## config.mk

```make
export PLATFORM = sky130hd
export DESIGN_NAME = network_queue_dequeue_flat
export DESIGN_NICKNAME = d
export VERILOG_FILES = /design/src/rtl/network_queue_dequeue_pkg.sv /design/src/rtl/network_queue_dequeue_if.sv /design/src/rtl/network_queue_dequeue_prio_select.sv /design/src/rtl/network_queue_dequeue.sv /design/src/flat_wrapper.sv
export SDC_FILE = /design/constraint.sdc
export NUM_CORES = 1
export LEC_CHECK = 0
export CORE_UTILIZATION = 40
export CTS_CLUSTER_DIAMETER = 60
export CTS_CLUSTER_SIZE = 20
export DETAILED_ROUTE_END_ITERATION = 8
export GPL_ROUTABILITY_DRIVEN = 1
export PLACE_DENSITY = 0.7
export SLEW_MARGIN = 10
export SYNTH_ARGS = -nofsm -noshare
export SYNTH_HDL_FRONTEND = slang
export SYNTH_SLANG_ARGS = --single-unit
```

## constraint.sdc

```tcl
create_clock -name i_clk -period 6.85 [get_ports i_clk]
set_input_delay 1.7125 -clock i_clk [delete_from_list [all_inputs] [get_ports i_clk]]
set_output_delay 1.7125 -clock i_clk [all_outputs]
set_load 0.005 [all_outputs]
```

## src/rtl/network_queue_dequeue_pkg.sv

```systemverilog
// Shared constants and FSM encoding for the network queue dequeue block.
package nqd_pkg;

    localparam int QUEUE_NUM    = 8;
    localparam int ADDR_W       = 9;
    localparam int DATA_W       = 57;
    localparam int CNT_W        = 10;
    localparam int QID_W        = 3;
    localparam int NEXT_PTR_MSB = 56;
    localparam int NEXT_PTR_LSB = 48;
    localparam int DESC_W       = 48;

    localparam logic [CNT_W-1:0] CNT_MAX = CNT_W'(512);

    typedef enum logic {
        IDLE_S = 1'b0,
        WAIT_S = 1'b1
    } state_e;

endpackage

```

## src/rtl/network_queue_dequeue_if.sv

```systemverilog
// Enqueue, queue-RAM read and descriptor-out signals of the dequeue block.
interface network_queue_dequeue_if;
    import nqd_pkg::*;

    logic              i_enq_wr;
    logic [QID_W-1:0]  iv_enq_qid;
    logic [ADDR_W-1:0] iv_enq_addr;
    logic              i_desc_ready;
    logic [ADDR_W-1:0] ov_queue_raddr;
    logic              o_queue_rd;
    logic [DATA_W-1:0] iv_queue_rdata;
    logic              i_queue_rdata_valid;
    logic [DESC_W-1:0] ov_desc;
    logic [QID_W-1:0]  ov_desc_qid;
    logic              o_desc_wr;

    modport slave (
        input  i_enq_wr,
        input  iv_enq_qid,
        input  iv_enq_addr,
        input  i_desc_ready,
        output ov_queue_raddr,
        output o_queue_rd,
        input  iv_queue_rdata,
        input  i_queue_rdata_valid,
        output ov_desc,
        output ov_desc_qid,
        output o_desc_wr
    );

    modport master (
        output i_enq_wr,
        output iv_enq_qid,
        output iv_enq_addr,
        output i_desc_ready,
        input  ov_queue_raddr,
        input  o_queue_rd,
        output iv_queue_rdata,
        output i_queue_rdata_valid,
        input  ov_desc,
        input  ov_desc_qid,
        input  o_desc_wr
    );

endinterface

```

## src/rtl/network_queue_dequeue_prio_select.sv

```systemverilog
// Strict-priority encoder: highest eligible queue index wins.
module nqd_prio_select
    import nqd_pkg::*;
(
    input  logic [QUEUE_NUM-1:0] elig_i,
    output logic                 vld_o,
    output logic [QID_W-1:0]     qid_o
);

    always_comb begin
        vld_o = 1'b0;
        qid_o = '0;
        for (int q = 0; q < QUEUE_NUM; q++) begin
            if (elig_i[q]) begin
                vld_o = 1'b1;
                qid_o = QID_W'(q);
            end
        end
    end

endmodule

```

## src/rtl/network_queue_dequeue.sv

```systemverilog
// Read-side controller for the 8 linked-list priority queues.
// Optional NQD_STAT_EN adds per-queue 16-bit dequeue counters.
module network_queue_dequeue
    import nqd_pkg::*;
(
    input  logic                 i_clk,
    input  logic                 i_rst_n,
    network_queue_dequeue_if.slave bus,
    input  logic [QUEUE_NUM-1:0] iv_gate_state,
    output logic [QUEUE_NUM-1:0] ov_queue_empty,
    output logic                 o_enq_overflow
`ifdef NQD_STAT_EN
    ,
    input  logic [QID_W-1:0]     iv_stat_qid,
    output logic [15:0]          ov_stat_cnt
`endif
);

    state_e            state_q, state_d;
    logic [QID_W-1:0]  qid_q, qid_d;
    logic [ADDR_W-1:0] raddr_q, raddr_d;
    logic              rd_q, rd_d;
    logic [DESC_W-1:0] desc_q, desc_d;
    logic [QID_W-1:0]  desc_qid_q, desc_qid_d;
    logic              desc_wr_q, desc_wr_d;
    logic              head_fixed_q, head_fixed_d;
    logic [QUEUE_NUM-1:0] empty_q, empty_d;
    logic              ovf_q, ovf_d;
    logic [ADDR_W-1:0] head_q [QUEUE_NUM];
    logic [ADDR_W-1:0] head_d [QUEUE_NUM];
    logic [CNT_W-1:0]  cnt_q [QUEUE_NUM];
    logic [CNT_W-1:0]  cnt_d [QUEUE_NUM];

    logic [QUEUE_NUM-1:0] elig;
    logic                 sel_vld;
    logic [QID_W-1:0]     sel_qid;
    logic                 complete;
    logic [CNT_W-1:0]     enq_eff;

    always_comb begin
        elig = '0;
        for (int q = 0; q < QUEUE_NUM; q++) begin
            elig[q] = (cnt_q[q] != '0)
                    && iv_gate_state[q]
                    && bus.i_desc_ready;
        end
    end

    nqd_prio_select u_sel (
        .elig_i (elig),
        .vld_o  (sel_vld),
        .qid_o  (sel_qid)
    );

    always_comb begin
        state_d      = state_q;
        qid_d        = qid_q;
        raddr_d      = raddr_q;
        rd_d         = 1'b0;
        desc_d       = desc_q;
        desc_qid_d   = desc_qid_q;
        desc_wr_d    = 1'b0;
        head_fixed_d = head_fixed_q;
        ovf_d        = 1'b0;
        head_d       = head_q;
        cnt_d        = cnt_q;
        complete     = 1'b0;
        enq_eff      = '0;
        empty_d      = '0;

        unique case (state_q)
            IDLE_S: begin
                if (sel_vld) begin
                    qid_d          = sel_qid;
                    raddr_d        = head_q[sel_qid];
                    rd_d           = 1'b1;
                    cnt_d[sel_qid] = cnt_q[sel_qid] - CNT_W'(1);
                    head_fixed_d   = 1'b0;
                    state_d        = WAIT_S;
                end
            end
            WAIT_S: begin
                if (bus.i_queue_rdata_valid) begin
                    complete   = 1'b1;
                    desc_d     = bus.iv_queue_rdata[DESC_W-1:0];
                    desc_qid_d = qid_q;
                    desc_wr_d  = 1'b1;
                    state_d    = IDLE_S;
                end
            end
        endcase

        // Overflow uses the post-issue count; head load uses the
        // pre-issue count, so a same-cycle issue never reloads head.
        if (bus.i_enq_wr) begin
            enq_eff = cnt_d[bus.iv_enq_qid];
            if (enq_eff == CNT_MAX) begin
                ovf_d = 1'b1;
            end else begin
                cnt_d[bus.iv_enq_qid] = enq_eff + CNT_W'(1);
                if (cnt_q[bus.iv_enq_qid] == '0) begin
                    head_d[bus.iv_enq_qid] = bus.iv_enq_addr;
                    if (state_q == WAIT_S && qid_q == bus.iv_enq_qid) begin
                        head_fixed_d = 1'b1;
                    end
                end
            end
        end

        if (complete && cnt_d[qid_q] != '0 && !head_fixed_d) begin
            head_d[qid_q] =
                bus.iv_queue_rdata[NEXT_PTR_MSB:NEXT_PTR_LSB];
        end

        for (int q = 0; q < QUEUE_NUM; q++) begin
            empty_d[q] = (cnt_d[q] == '0);
        end
    end

    always_ff @(posedge i_clk or negedge i_rst_n) begin
        if (!i_rst_n) begin
            state_q      <= IDLE_S;
            qid_q        <= '0;
            raddr_q      <= '0;
            rd_q         <= 1'b0;
            desc_q       <= '0;
            desc_qid_q   <= '0;
            desc_wr_q    <= 1'b0;
            head_fixed_q <= 1'b0;
            empty_q      <= '1;
            ovf_q        <= 1'b0;
            for (int q = 0; q < QUEUE_NUM; q++) begin
                head_q[q] <= '0;
                cnt_q[q]  <= '0;
            end
        end else begin
            state_q      <= state_d;
            qid_q        <= qid_d;
            raddr_q      <= raddr_d;
            rd_q         <= rd_d;
            desc_q       <= desc_d;
            desc_qid_q   <= desc_qid_d;
            desc_wr_q    <= desc_wr_d;
            head_fixed_q <= head_fixed_d;
            empty_q      <= empty_d;
            ovf_q        <= ovf_d;
            head_q       <= head_d;
            cnt_q        <= cnt_d;
        end
    end

    assign bus.ov_queue_raddr = raddr_q;
    assign bus.o_queue_rd     = rd_q;
    assign bus.ov_desc        = desc_q;
    assign bus.ov_desc_qid    = desc_qid_q;
    assign bus.o_desc_wr      = desc_wr_q;
    assign ov_queue_empty     = empty_q;
    assign o_enq_overflow     = ovf_q;

`ifdef NQD_STAT_EN
    logic [15:0] stat_q [QUEUE_NUM];
    logic [15:0] stat_rd_q;

    always_ff @(posedge i_clk or negedge i_rst_n) begin
        if (!i_rst_n) begin
            for (int q = 0; q < QUEUE_NUM; q++) begin
                stat_q[q] <= '0;
            end
            stat_rd_q <= '0;
        end else begin
            if (desc_wr_q) begin
                stat_q[desc_qid_q] <= stat_q[desc_qid_q] + 16'd1;
            end
            stat_rd_q <= stat_q[iv_stat_qid];
        end
    end

    assign ov_stat_cnt = stat_rd_q;
`endif

endmodule

```

## src/flat_wrapper.sv

```systemverilog
// flat-port wrapper written by rule: the top's interface ports become plain ports
module network_queue_dequeue_flat import nqd_pkg::*;
  (i_clk, i_rst_n, iv_gate_state, ov_queue_empty, o_enq_overflow, bus_i_enq_wr, bus_iv_enq_qid, bus_iv_enq_addr, bus_i_desc_ready, bus_ov_queue_raddr, bus_o_queue_rd, bus_iv_queue_rdata, bus_i_queue_rdata_valid, bus_ov_desc, bus_ov_desc_qid, bus_o_desc_wr);
  network_queue_dequeue_if bus_i ();
  input  logic i_clk;
  input  logic i_rst_n;
  input  logic [QUEUE_NUM-1:0] iv_gate_state;
  output logic [QUEUE_NUM-1:0] ov_queue_empty;
  output logic o_enq_overflow;
  input wire logic [$bits(bus_i.i_enq_wr)-1:0] bus_i_enq_wr;
  input wire logic [$bits(bus_i.iv_enq_qid)-1:0] bus_iv_enq_qid;
  input wire logic [$bits(bus_i.iv_enq_addr)-1:0] bus_iv_enq_addr;
  input wire logic [$bits(bus_i.i_desc_ready)-1:0] bus_i_desc_ready;
  output wire logic [$bits(bus_i.ov_queue_raddr)-1:0] bus_ov_queue_raddr;
  output wire logic [$bits(bus_i.o_queue_rd)-1:0] bus_o_queue_rd;
  input wire logic [$bits(bus_i.iv_queue_rdata)-1:0] bus_iv_queue_rdata;
  input wire logic [$bits(bus_i.i_queue_rdata_valid)-1:0] bus_i_queue_rdata_valid;
  output wire logic [$bits(bus_i.ov_desc)-1:0] bus_ov_desc;
  output wire logic [$bits(bus_i.ov_desc_qid)-1:0] bus_ov_desc_qid;
  output wire logic [$bits(bus_i.o_desc_wr)-1:0] bus_o_desc_wr;
  assign bus_i.i_enq_wr = bus_i_enq_wr;
  assign bus_i.iv_enq_qid = bus_iv_enq_qid;
  assign bus_i.iv_enq_addr = bus_iv_enq_addr;
  assign bus_i.i_desc_ready = bus_i_desc_ready;
  assign bus_ov_queue_raddr = bus_i.ov_queue_raddr;
  assign bus_o_queue_rd = bus_i.o_queue_rd;
  assign bus_i.iv_queue_rdata = bus_iv_queue_rdata;
  assign bus_i.i_queue_rdata_valid = bus_i_queue_rdata_valid;
  assign bus_ov_desc = bus_i.ov_desc;
  assign bus_ov_desc_qid = bus_i.ov_desc_qid;
  assign bus_o_desc_wr = bus_i.o_desc_wr;
  network_queue_dequeue u_core (.i_clk(i_clk), .i_rst_n(i_rst_n), .bus(bus_i), .iv_gate_state(iv_gate_state), .ov_queue_empty(ov_queue_empty), .o_enq_overflow(o_enq_overflow));
endmodule
```

After elaboration in Yosys (flattened, before gate mapping)
Index checks and enable logic that the tools add are counted.
{"block": "classes", "addsub": 2, "multipliers": 0, "div": 0, "magnitude_cmp": 6, "eq_ne": 2, "shift": 0, "muxes": 64, "bitwise_logic": 4, "reduce_logical": 43}
{"cell": "$mux 80", "count": 4}
{"cell": "$mux 72", "count": 4}
{"cell": "$bwmux 80", "count": 2}
{"cell": "$bwmux 72", "count": 2}
{"cell": "$bmux 10 s3", "count": 4}
{"cell": "$mux 10", "count": 10}
{"cell": "$logic_not 10->1", "count": 9}
{"cell": "$reduce_bool 10->1", "count": 9}
{"cell": "$demux 10 s3", "count": 2}
{"cell": "$demux 9 s3", "count": 2}
{"cell": "$mux 9", "count": 4}
{"cell": "$bmux 9 s3", "count": 1}
{"cell": "$logic_and 1x1->1", "count": 22}
{"cell": "$mux 1", "count": 22}
{"cell": "$mux 3", "count": 6}
{"cell": "$ge 4x4->1 const B", "count": 3}
{"cell": "$lt 4x1->1 const B", "count": 3}
{"cell": "$not 3->4", "count": 3}
{"cell": "$add 10x1->10 const B", "count": 1}
{"cell": "$eq 10x10->1 const B", "count": 1}
{"cell": "$sub 10x1->10 const B", "count": 1}
{"cell": "$reduce_and 2->1", "count": 2}
{"cell": "$eq 3x3->1", "count": 1}
{"cell": "$pmux 1 s2", "count": 1}
{"cell": "other kinds (2)", "count": 2}
{"block": "word_totals", "register_bits": 228, "latch_bits": 0, "ram_bits": 0, "romBits": 0, "in_bits": 82, "out_inout_bits": 71, "word_cells": 147, "n_memories": 0}

Depth between registers and ports, before layout
Gate-level depths: netlist (run 1).
{"block": "logic_depth", "depth_word": 32, "depth_mapped": 32, "depth_no_buf": 26}

Modules after synthesis
Synthesis (run 1) repeated with hierarchy kept, for this count alone.
{"block": "unflattened", "hier_cells": 1509, "area_unflattened_um2": 14571.5}
{"mod": "network_queue_dequeue", "n_inst": 1, "cells_per_inst": 1497, "area_each_um2": 14513.9, "seq_area_each_um2": 5715.5}
{"mod": "nqd_prio_select", "n_inst": 1, "cells_per_inst": 12, "area_each_um2": 57.6, "seq_area_each_um2": 0.0}

Least setup slack after synthesis (run 1)
Ideal clock, no wire load.
{"block": "synth_timing", "path_kind": "in2reg", "start": "in bus_i_desc_ready", "end": "reg u_core.head_q[36] in the netlist's numbering", "setup_ns": 0.080, "t_arrival_ns": 7.767, "required_time_ns": 6.770, "slack_ns": -0.997, "stages": 29, "n_path_buf": 5, "path_cell_list": "clkbuf_1 > nand2_1 > a31oi_1 > nor2_1 > clkbuf_1 > a21oi_1 > a2111oi_0 > a31oi_1 > inv_1 > ha_1 > clkbuf_1 > o21ai_0 > o22ai_1 > or4b_1 > inv_1 > ha_1 > nand2b_1 > inv_1 > nand3_1 > a211oi_1 > xnor2_1 > buf_2 > nor4_1 > a311oi_1 > a211oi_1 > and4_1 > buf_4 > a2111oi_2 > a2bb2oi_1"}
{"element": "start: declaration", "line_no": "flat_wrapper.sv:13", "rtl": "input wire logic [$bits(bus_i.i_desc_ready)-1:0] bus_i_desc_ready;"}
{"element": "end signal: indexed assignment", "line_no": "network_queue_dequeue.sv:133", "rtl": "head_q[q] <= '0;"}
{"element": "end signal: assignment", "line_no": "network_queue_dequeue.sv:147", "rtl": "head_q <= head_d;"}
{"element": "end: declaration", "line_no": "network_queue_dequeue.sv:29", "rtl": "logic [ADDR_W-1:0] head_q [QUEUE_NUM];"}

==> results.yml, run 1 <==
outcome:
  status: "finished with violations"
  violations: "setup timing"
timing:
  tightest_slew_ns: 1.04
  period_minus_slack_ns: 6.98
  max_slew_margin: 0.306
  drv_slew: 0
  final_hold_viol_count: 0
  finalWorstSetupSlack_ns: -0.135
  rsz0062_at_grt: "yes"
  fmax_mhz: 143
  clock_skew_ns: 0.0161
  finalSetupViolCount: 71
  timing.final.crit_share: 1.02
drt:
  route.vias.total: 17093
  wirelength_um: 76600
  viasPerCell: 6.23
  routedWlPerCell_um: 27.9
  antenna_left: 0
  route.detailed.drc: 0
  drt_iter0_drc: 1948
  dr.pass1.iters: 6
critical_path:
  critPathCaptureType: "flop"
  crit_type: "primary input to flop"
  required_ns: 7.20
  cp.arrival_ns: 7.33
  cpMostUsedCell: "buf_6"
  worst-r2r-setup-slack_ns: 0.01
  cp_slowest_cell: "and3b_4"
  cp_max_fo: 8
  crit_start: "bus_i_desc_ready"
  critical_path.max_stage_delay_ns: 0.44
  start_kind: "primary input"
  r2r-start: "u_core.cnt_q[41]"
clock_network:
  clkTransAtPathRegs_ns: 0.08
  clock_path_buffers: 3
  holdBufCountCts: 0
  root_buffer: "clkbuf_16"
  cts_tree: "yes"
  htree_levels: 1
  clk-insertion-delay-late_ns: 0.50
  numCtsBuffers: 17
  clock_sinks: 228
die:
  die_h_um: 194
  die-area_um2: 37500
  core-area_um2: 35800
  rows: 69
  die_w_um: 194
  ios: 153
  start_util: 0.410
synthesis:
  synthCells: 1646
  synth_edf_count: 0
  syn_nets: 1731
  synth_cell_types: 107
  synth_ff_type: "dfrtp_1"
  syn_area_per_cell_um2: 8.92
  synth-seq-cells: 228
  yosysWarnings: 0
  async_flop_share: 1.00
  yosysSeqAreaShare: 0.389
  syn-cell-area_um2: 14700
placed_design:
  post-place-cells: 2626
  port_buffers: 152
  dp_hpwl_um: 58300
  gp_congestion: 1.08
min_path:
  hp-start: "u_core.bus.ov_desc[0]"
  hold_class: "flop to flop"
power_and_ir_drop:
  total_power_mw: 9.74
  p_per_area_nw_per_um2: 427
  ir_drop_mv: 0.286
  p_leak_nw: 9.83
finish:
  area_growth_pct: 55.6
  post-route-util: 0.638
  final_cells: 2744
  nFillCells: 2965
  num_antenna_cells: 0
  fin_nets: 2360
  drive_above_1_share: 0.399
job:
  maxCapViolations: 0
grt:
  grt_max_degree: 144
  antenna_found_initial: 0
  grt_use_total: 0.397
  grt-ovfl-total: 0
  grt_pass1_vias: 16979
  grt_pass1_wl_um: 111000
repair_timing:
action,4_1_cts,5_1_grt
buffers inserted,75,23
endpoints found under the setup margin,79,73
resized for setup,163,97
pin swaps,64,59
cloned,3,2
layout by cell type (no fill, tap or decap), types with 9 or more instances in the layout:
cell             synthesis  layout
o21ai_2                  3       9
buf_4                    3     502
inv_1                   13       9
a21oi_1                 82      72
nor3_1                  43      39
a31oi_1                 27      17
a2bb2oi_2                0      48
a22oi_1                 43      43
o21ai_0                121     114
o211ai_1                34      34
nor4_1                  12      11
a31oi_4                  0      10
a21oi_2                  3      10
a2bb2oi_1               73      25
clkdlybuf4s50_1          0     143
dfrtp_1                220     220
a211oi_2                14      13
a2111oi_4                3      10
nand3_1                 23      20
o22ai_1                 12      12
or4_1                   11      10
buf_12                   0      19
nand2_1                315     308
a211oi_4                 1      11
and3_1                  10       9
nor2_1                 108     105
mux2_2                  79      78
clkbuf_16                0      17
buf_6                    4      40
a211oi_1                23      14
mux2i_1                 32      21
power breakdown:
group,switching [mW],internal (mW),total [mW]
Sequential,0.457,1.90,2.36
Clock,0.517,0.481,0.998
Combinational,3.40,2.99,6.39
logic make-up after synthesis:
group | synth area share
AND/OR/NAND/NOR | 0.193
AO/OA/AOI/OAI | 0.282
flip-flops | 0.389
buffers and inverters | 0.0362
multiplexers | 0.0849
XOR/XNOR | 0.0113
adder cells (fa/ha/maj) | 0.00256
flip-flops by register name, indices dropped and copies added, names as in the netlist:
register / count
u_core.cnt_q: 80
u_core.head_q: 72
u_core.bus.ov_desc: 48
u_core.bus.ov_queue_raddr: 9
u_core.ov_queue_empty: 8
u_core.bus.ov_desc_qid: 3
u_core.qid_q: 3
u_core.bus.o_desc_wr: 1
u_core.bus.o_queue_rd: 1
u_core.head_fixed_q: 1
u_core.o_enq_overflow: 1
u_core.state_q: 1
through the flow:
step | worst slack, ns | cell area [um^2] | setup TNS, ns | hold slack [ns]
5_1_grt | -0.274 | 22800 | -14.72 | 0.505
4_1_cts | 0.00551 | 22200 | 0 | 0.482
3_5_place_dp | -1.60 | 20300 | -107.09 | 0.461
2_1_floorplan | -0.231 | 15000 | -11.84 | 0.470
6_report | -0.135 | 22800 | -5.19 | 0.480
3_3_place_gp | -1.53 | 20300 | -111.07 | 0.457
layout make-up:
class	count	area, um^2	area share
Clock buffer	20	447	0.0196
Clock inverter	7	60.1	0.00263
Inverter	17	66.3	0.00290
Multi-Input combinational cell	1293	9770	0.428
Sequential cell	228	5720	0.250
Tap cell	461	577	0.0252
Timing Repair Buffer	718	6210	0.272
worst paths after layout:
kind | end | cells after the start
worst max-delay path | u_core.head_q[32] | 32
worst min-delay path | u_core.bus.ov_desc[0] | 2
worst max register to register | u_core.head_q[32] | 30
worst min register to register | u_core.bus.ov_desc[0] | 2
max in group asynchronous | u_core.cnt_q[52] | 2
min in group asynchronous | u_core.bus.ov_desc[18] | 1
critical path: cells and delay by family:
kind                     cells  cell delay, ns
AO/OA/AOI/OAI               11            1.99
buffers and inverters       11            1.48
AND/OR/NAND/NOR              8            1.64
adder cells (fa/ha/maj)      2            0.47
Yosys cell counts (all sizes together), types with 23 or more instances:
| library cell | number | area (um^2) |
|---|---|---|
| nand2 | 315 | 1180 |
| dfrtp | 220 | 5510 |
| o21ai | 129 | 657 |
| nor2 | 110 | 423 |
| a21oi | 85 | 437 |
| mux2 | 79 | 890 |
| a2bb2oi | 73 | 639 |
| clkbuf | 66 | 248 |
| nor3 | 46 | 252 |
| a22oi | 43 | 323 |
| buf | 42 | 220 |
| a211oi | 38 | 368 |
| mux2i | 34 | 357 |
| o211ai | 34 | 255 |
| a31oi | 30 | 206 |
| nand3 | 23 | 115 |
metal layers:
metal / up-vias / GRT usage / routed length, um
li1: 7412 / - / -
met1: 8355 / 0.494 / 29100
met2: 1052 / 0.629 / 34400
met3: 274 / 0.0859 / 7480
met4: 0 / 0.244 / 5580
met5: - / 0 / 0
Power figures use the tool's default switching activity.
==> run 2, diff against run 1 <==
--- a/config.mk
+++ b/config.mk
@@ -5,12 +5,13 @@
 export SDC_FILE = /design/constraint.sdc
 export NUM_CORES = 1
 export LEC_CHECK = 0
+export ABC_AREA = 1
 export CORE_UTILIZATION = 40
 export CTS_CLUSTER_DIAMETER = 60
 export CTS_CLUSTER_SIZE = 20
 export DETAILED_ROUTE_END_ITERATION = 8
 export GPL_ROUTABILITY_DRIVEN = 1
-export PLACE_DENSITY = 0.7
+export PLACE_DENSITY = 0.69
 export SLEW_MARGIN = 10
 export SYNTH_ARGS = -nofsm -noshare
 export SYNTH_HDL_FRONTEND = slang
==> run 2 against run 1 <==
The flow now finishes without violations; area after synthesis increased by 7.8%; non-clock buffer count is 21 lower; sequential power shrank 2%; worst setup slack gained 0.25 ns; first-iteration DRC count is 31% higher; sequential cell count unchanged; largest power group unchanged; sequential share of layout area decreased by 1.7 points; count of clock-buffer cells in the layout increased by 9; register-to-register slack improved by 0.65 ns; maximum frequency up 3.7%.
==> results.yml, run 2 <==
clock_network:
  clock_sinks: 228
  clkTransAtPathRegs_ns: 0.07
  root_buffer: "clkbuf_16"
  clock_path_buffers: 3
  numCtsBuffers: 27
  htree_levels: 1
  clk-insertion-delay-late_ns: 0.58
  cts_tree: "yes"
  holdBufCountCts: 0
grt:
  grt_max_degree: 168
  use_met2: 0.641
  grt_use_total: 0.423
  antenna_found_initial: 4
  grt_pass1_wl_um: 127000
  grt-ovfl-total: 0
  grt_pass1_vias: 19887
  busiest_layer: "met2"
  use_met1: 0.542
  use_met3: 0.0911
synthesis:
  synth-seq-cells: 228
  yosys.area_share.simple: 0.432
  yosysTopAreaCell: "dfrtp_1"
  synth_commonest_cells: "nand2_1 (1018), nand3_1 (340), inv_1 (242)"
  synth_cell_types: 45
  syn-cell-area_um2: 15800
  synth-xor-area-share: 0
  synth_ff_type: "dfrtp_1"
  synthCells: 2495
  yosysTopAreaCellShare: 0.348
  synthTopCellsByArea: "dfrtp_1 (35%), nand2_1 (24%), nand3_1 (11%)"
  synth_fa_ha_area_frac: 0.00237
  syn_area_per_cell_um2: 6.34
  async_flop_share: 1.00
  synth.most_common_cell: "nand2_1"
  synthMuxAreaShare: 0.0147
  yosysWarnings: 0
  synth_top_family_by_area: "simple AND/OR/NAND/NOR gates"
  syn_nets: 2580
  synth_edf_count: 0
  synth_compound_area_frac: 0.0963
  yosysSeqAreaShare: 0.361
drt:
  route.detailed.drc: 0
  wirelength_um: 86800
  drt_iter0_drc: 2558
  antenna_left: 0
  route.vias.total: 20729
  dr.pass1.iters: 8
  routedWlPerCell_um: 23.7
  viasPerCell: 5.65
timing:
  finalSetupViolCount: 0
  tightest_slew_ns: 1.11
  hold_ws_ns: 0.479
  clock_skew_ns: 0.0203
  timing.final.crit_share: 0.983
  max_slew_margin: 0.253
  finalWorstSetupSlack_ns: 0.113
  drv_slew: 0
  fmax_mhz: 148
  final_hold_viol_count: 0
  period_minus_slack_ns: 6.74
power_and_ir_drop:
  p_per_area_nw_per_um2: 408
  total_power_mw: 10.0
  p_leak_nw: 12.5
  ir_drop_mv: 0.268
placed_design:
  port_buffers: 152
  placed_area_um2: 21500
  gp_congestion: 1.13
  dp_hpwl_um: 64800
  post-place-ws_ns: -1.42
finish:
  final_common_cell: "nand2_1"
  largest_register: "u_core.cnt_q"
  fin_area_um2: 24500
  fin_nets: 3214
  nFillCells: 3522
  multiInputGateArea_um2: 9780
  regArea_um2: 5720
  area_growth_pct: 54.9
  largest_register_ff_count: 80
  drive_above_1_share: 0.288
  final_cell_mix: "nand2_1 (940), buf_4 (470), nand3_1 (266)"
critical_path:
  worst-r2r-setup-slack_ns: 0.66
  critical_path.max_stage_delay_ns: 0.29
  cp_max_fo: 9
  critPathCaptureType: "flop"
  cpMostUsedCell: "nand2_1"
  cp.arrival_ns: 7.21
  start_kind: "primary input"
  required_ns: 7.32
  cp_slowest_cell: "dlygate4sd2_1"
  crit_type: "primary input to flop"
die:
  core-area_um2: 38800
  ios: 153
  rows: 72
  die_w_um: 201
  die-area_um2: 40300
  start_util: 0.407
  die_h_um: 201
outcome:
  status: "finished, final reports clean"
min_path:
  hold_class: "flop to flop"
job:
  maxCapViolations: 0
[run 2: changes by cell type in the layout (fill, tap and decap cells not counted), sizes merged, moves of 36 or more]
cell / before / now
nor2: 110 / 147
a21oi: 85 / 26
a22oi: 43 / 0
inv: 19 / 267
nand3: 23 / 345
nor3: 46 / 10
a211oi: 38 / 1
a2bb2oi: 73 / 0
mux2: 79 / 18
o21ai: 129 / 210
nand2: 315 / 1039
[run 2: routing by layer]
| layer | vias to the layer above | part of all wire |
|---|---|---|
| li1 | 9282 | - |
| met1 | 9702 | 0.38 |
| met2 | 1397 | 0.43 |
| met3 | 342 | 0.11 |
| met4 | 6 | 0.080 |
| met5 | - | 0.00038 |
[run 2: worst max-delay path, delay by kind of cell]
family                 cells  cell delay, ns
and+or+nand+nor           30            3.38
buffers and inverters     14            2.09
[run 2: through the flow]
| stage | utilization | setup TNS [ns] | cells |
|---|---|---|---|
| 3_3_place_gp | 0.554 | -122.46 | 3553 |
| 4_1_cts | 0.601 | 0 | 3633 |
| 5_1_grt | 0.631 | -0.920 | 3668 |
| 6_report | 0.631 | 0 | 3669 |
| 3_5_place_dp | 0.554 | -111.81 | 3553 |
| 2_1_floorplan | - | 0 | 2495 |
[run 2: repair_timing]
action | CTS | global route
pin swaps | 26 | 80
cloned | 7 | 4
setup buffers | 23 | 32
gates resized for setup | 118 | 227
setup endpoints to repair | 78 | 76
[run 2: cell type report]
| type | count | share of cell area |
|---|---|---|
| Sequential cell | 228 | 0.233 |
| Clock buffer | 29 | 0.0283 |
| Multi-Input combinational cell | 1909 | 0.399 |
| Timing Repair Buffer | 697 | 0.259 |
| Clock inverter | 21 | 0.0128 |
| Tap cell | 518 | 0.0265 |
| Antenna cell | 1 | 0.000102 |
| Inverter | 266 | 0.0411 |
[run 2: kinds of logic after synthesis]
family          count (synthesis)
fa+ha+maj                       3
flops                         228
buf+inv                       362
mux                            21
compound gates                281
simple gates                 1600
[run 2: power breakdown]
part / switching (mW) / leakage, nW / internal, mW
Combinational: 3.47 / 9.22 / 2.57
Clock: 0.743 / 0.478 / 0.897
Sequential: 0.390 / 2.78 / 1.93
Total: 4.60 / 12.5 / 5.39
[run 2: path summary, 6_finish.rpt]
check	from	end	cells after the start
setup / recovery	bus_i_desc_ready	u_core.head_q[51]	44
setup reg to reg	u_core.cnt_q[30]	u_core.head_q[51]	44
min in group asynchronous	i_rst_n	u_core.cnt_q[33]	1
max in group asynchronous	i_rst_n	u_core.bus.ov_desc[39]	2
hold reg to reg	u_core.bus.ov_queue_raddr[2]	u_core.bus.ov_queue_raddr[2]	2
hold / removal	u_core.bus.ov_queue_raddr[2]	u_core.bus.ov_queue_raddr[2]	2
==> run 3, diff against run 2 <==
--- a/config.mk
+++ b/config.mk
@@ -12,6 +12,7 @@
 export DETAILED_ROUTE_END_ITERATION = 8
 export GPL_ROUTABILITY_DRIVEN = 1
 export PLACE_DENSITY = 0.69
+export REMOVE_ABC_BUFFERS = 1
 export SLEW_MARGIN = 10
 export SYNTH_ARGS = -nofsm -noshare
 export SYNTH_HDL_FRONTEND = slang
==> run 3 against run 2 <==
Core utilization shrank 1.2 points; sequential cell count unchanged; routed wire length shrank 5.3%; largest cell class unchanged.
==> results.yml, run 3 (synthesis results as in run 2) <==
timing:
  finalSetupViolCount: 0
  clock_skew_ns: 0.0150
  finalSetupTns_ns: 0
  hold_ws_ns: 0.482
  timing.final.crit_share: 0.991
  final_hold_viol_count: 0
  tightest_slew_ns: 1.01
  max_slew_margin: 0.324
  fmax_mhz: 147
  drv_slew: 0
  period_minus_slack_ns: 6.79
drt:
  antenna_left: 0
  wirelength_um: 82200
  route.detailed.drc: 0
  routedWlPerCell_um: 22.6
  drt_iter0_drc: 2189
  route.vias.total: 19927
  viasPerCell: 5.49
  dr.pass1.iters: 6
job:
  maxCapViolations: 0
grt:
  grt_pass1_wl_um: 121000
  antenna_found_initial: 0
  grt_max_degree: 123
  grt-ovfl-total: 0
  grt_pass1_vias: 19332
  grt_use_total: 0.399
clock_network:
  htree_levels: 1
  clkTransAtPathRegs_ns: 0.07
  clk-insertion-delay-late_ns: 0.55
  holdBufCountCts: 0
  numCtsBuffers: 25
  clock_sinks: 228
  cts_tree: "yes"
  clock_path_buffers: 3
  root_buffer: "clkbuf_16"
critical_path:
  r2r-start: "u_core.cnt_q[20]"
  critPathCaptureType: "flop"
  cp_max_fo: 15
  crit_start: "iv_gate_state[6]"
  required_ns: 7.30
  r2r_end: "u_core.head_q[6]"
  cp.arrival_ns: 7.24
  endpoint: "u_core.head_q[6]"
  start_kind: "primary input"
  cpMostUsedCell: "nand2_1"
  worst-r2r-setup-slack_ns: 0.62
  rr_worst_depth: 45
  cp_slowest_cell: "clkdlybuf4s50_1"
  crit_type: "primary input to flop"
  critical_path.max_stage_delay_ns: 0.57
finish:
  drive_above_1_share: 0.266
  post-route-util: 0.619
  largest_register: "u_core.cnt_q"
  final_cell_mix: "nand2_1 (953), buf_4 (431), nand3_1 (289)"
  fin_nets: 3181
  fin_area_um2: 24000
  num_antenna_cells: 0
  largest_register_ff_count: 80
  final_common_cell: "nand2_1"
  area_growth_pct: 51.8
die:
  start_util: 0.407
  rows: 72
  ios: 153
  core-area_um2: 38800
  die-area_um2: 40300
  die_h_um: 201
  die_w_um: 201
placed_design:
  dp_hpwl_um: 63100
  port_buffers: 152
  gp_congestion: 1.11
  placed_area_um2: 21600
min_path:
  hold_class: "flop to flop"
power_and_ir_drop:
  p_per_area_nw_per_um2: 402
  ir_drop_mv: 0.233
  p_leak_nw: 12.3
outcome:
  status: "finished, final reports clean"
==> run 3: cell types whose count changed in the layout (fill, tap and decap cells not counted), moves of 10 or more <==
cell,before,now
nand3_4,19,7
buf_12,38,48
buf_4,470,431
nand2_1,940,953
nand3_2,60,49
nand3_1,266,289
nand2_4,22,10
==> run 3: where the power goes <==
part / internal, mW / switching [mW]
combinational: 2.54 / 3.37
clock: 0.761 / 0.686
sequential: 1.93 / 0.374
total: 5.22 / 4.43
==> run 3: what timing repair did <==
item	4_1_cts	5_1_grt
setup endpoints to repair	73	72
setup buffers	15	20
pin swaps	25	65
gates cloned	3	7
resized for setup	94	179
==> run 3: layer usage <==
layer,routed length [um],global-route usage,vias to the layer above
met4,6200,0.246,0
li1,-,-,9200
met5,0,0,-
met2,37300,0.650,1118
met1,31600,0.495,9311
met3,7050,0.0657,298
==> run 3: final cells by class <==
type | count | area [um^2]
Multi-Input combinational cell | 1908 | 9530
Tap cell | 518 | 648
Clock inverter | 19 | 239
Inverter | 266 | 1000
Fill cell | 3658 | 14800
Timing Repair Buffer | 667 | 6240
Clock buffer | 26 | 639
Sequential cell | 228 | 5720
==> run 3: critical path, delay by kind of cell <==
kind            cells  cell delay [ns]
simple gates       28             3.04
buf+inv            14             2.30
compound gates      1             0.14
==> run 3: metrics by stage <==
stage	total power, mW	std cells	worst slack (ns)
after detailed placement	7.61	3543	-1.17
after floorplan	4.58	2399	-1.02
after global placement	7.55	3543	-1.20
after global routing	10.2	3632	-0.0394
final	9.65	3632	0.0591
after CTS	9.25	3606	0.00174
==> run 3: how the worst min path moves through the flow <==
stage | endpoint | start | depth (start not counted)
after floorplan | u_core.bus.ov_desc[0] | u_core.bus.ov_desc[0] | 2
after global placement | u_core.bus.ov_desc[23] | u_core.bus.ov_desc[23] | 2
after detailed placement | u_core.bus.ov_desc[28] | u_core.bus.ov_desc[28] | 2
after CTS | u_core.bus.ov_desc[13] | u_core.bus.ov_desc[13] | 2
after global routing | u_core.bus.ov_desc[35] | u_core.bus.ov_desc[35] | 2
final | u_core.bus.ov_desc[7] | u_core.bus.ov_desc[7] | 2
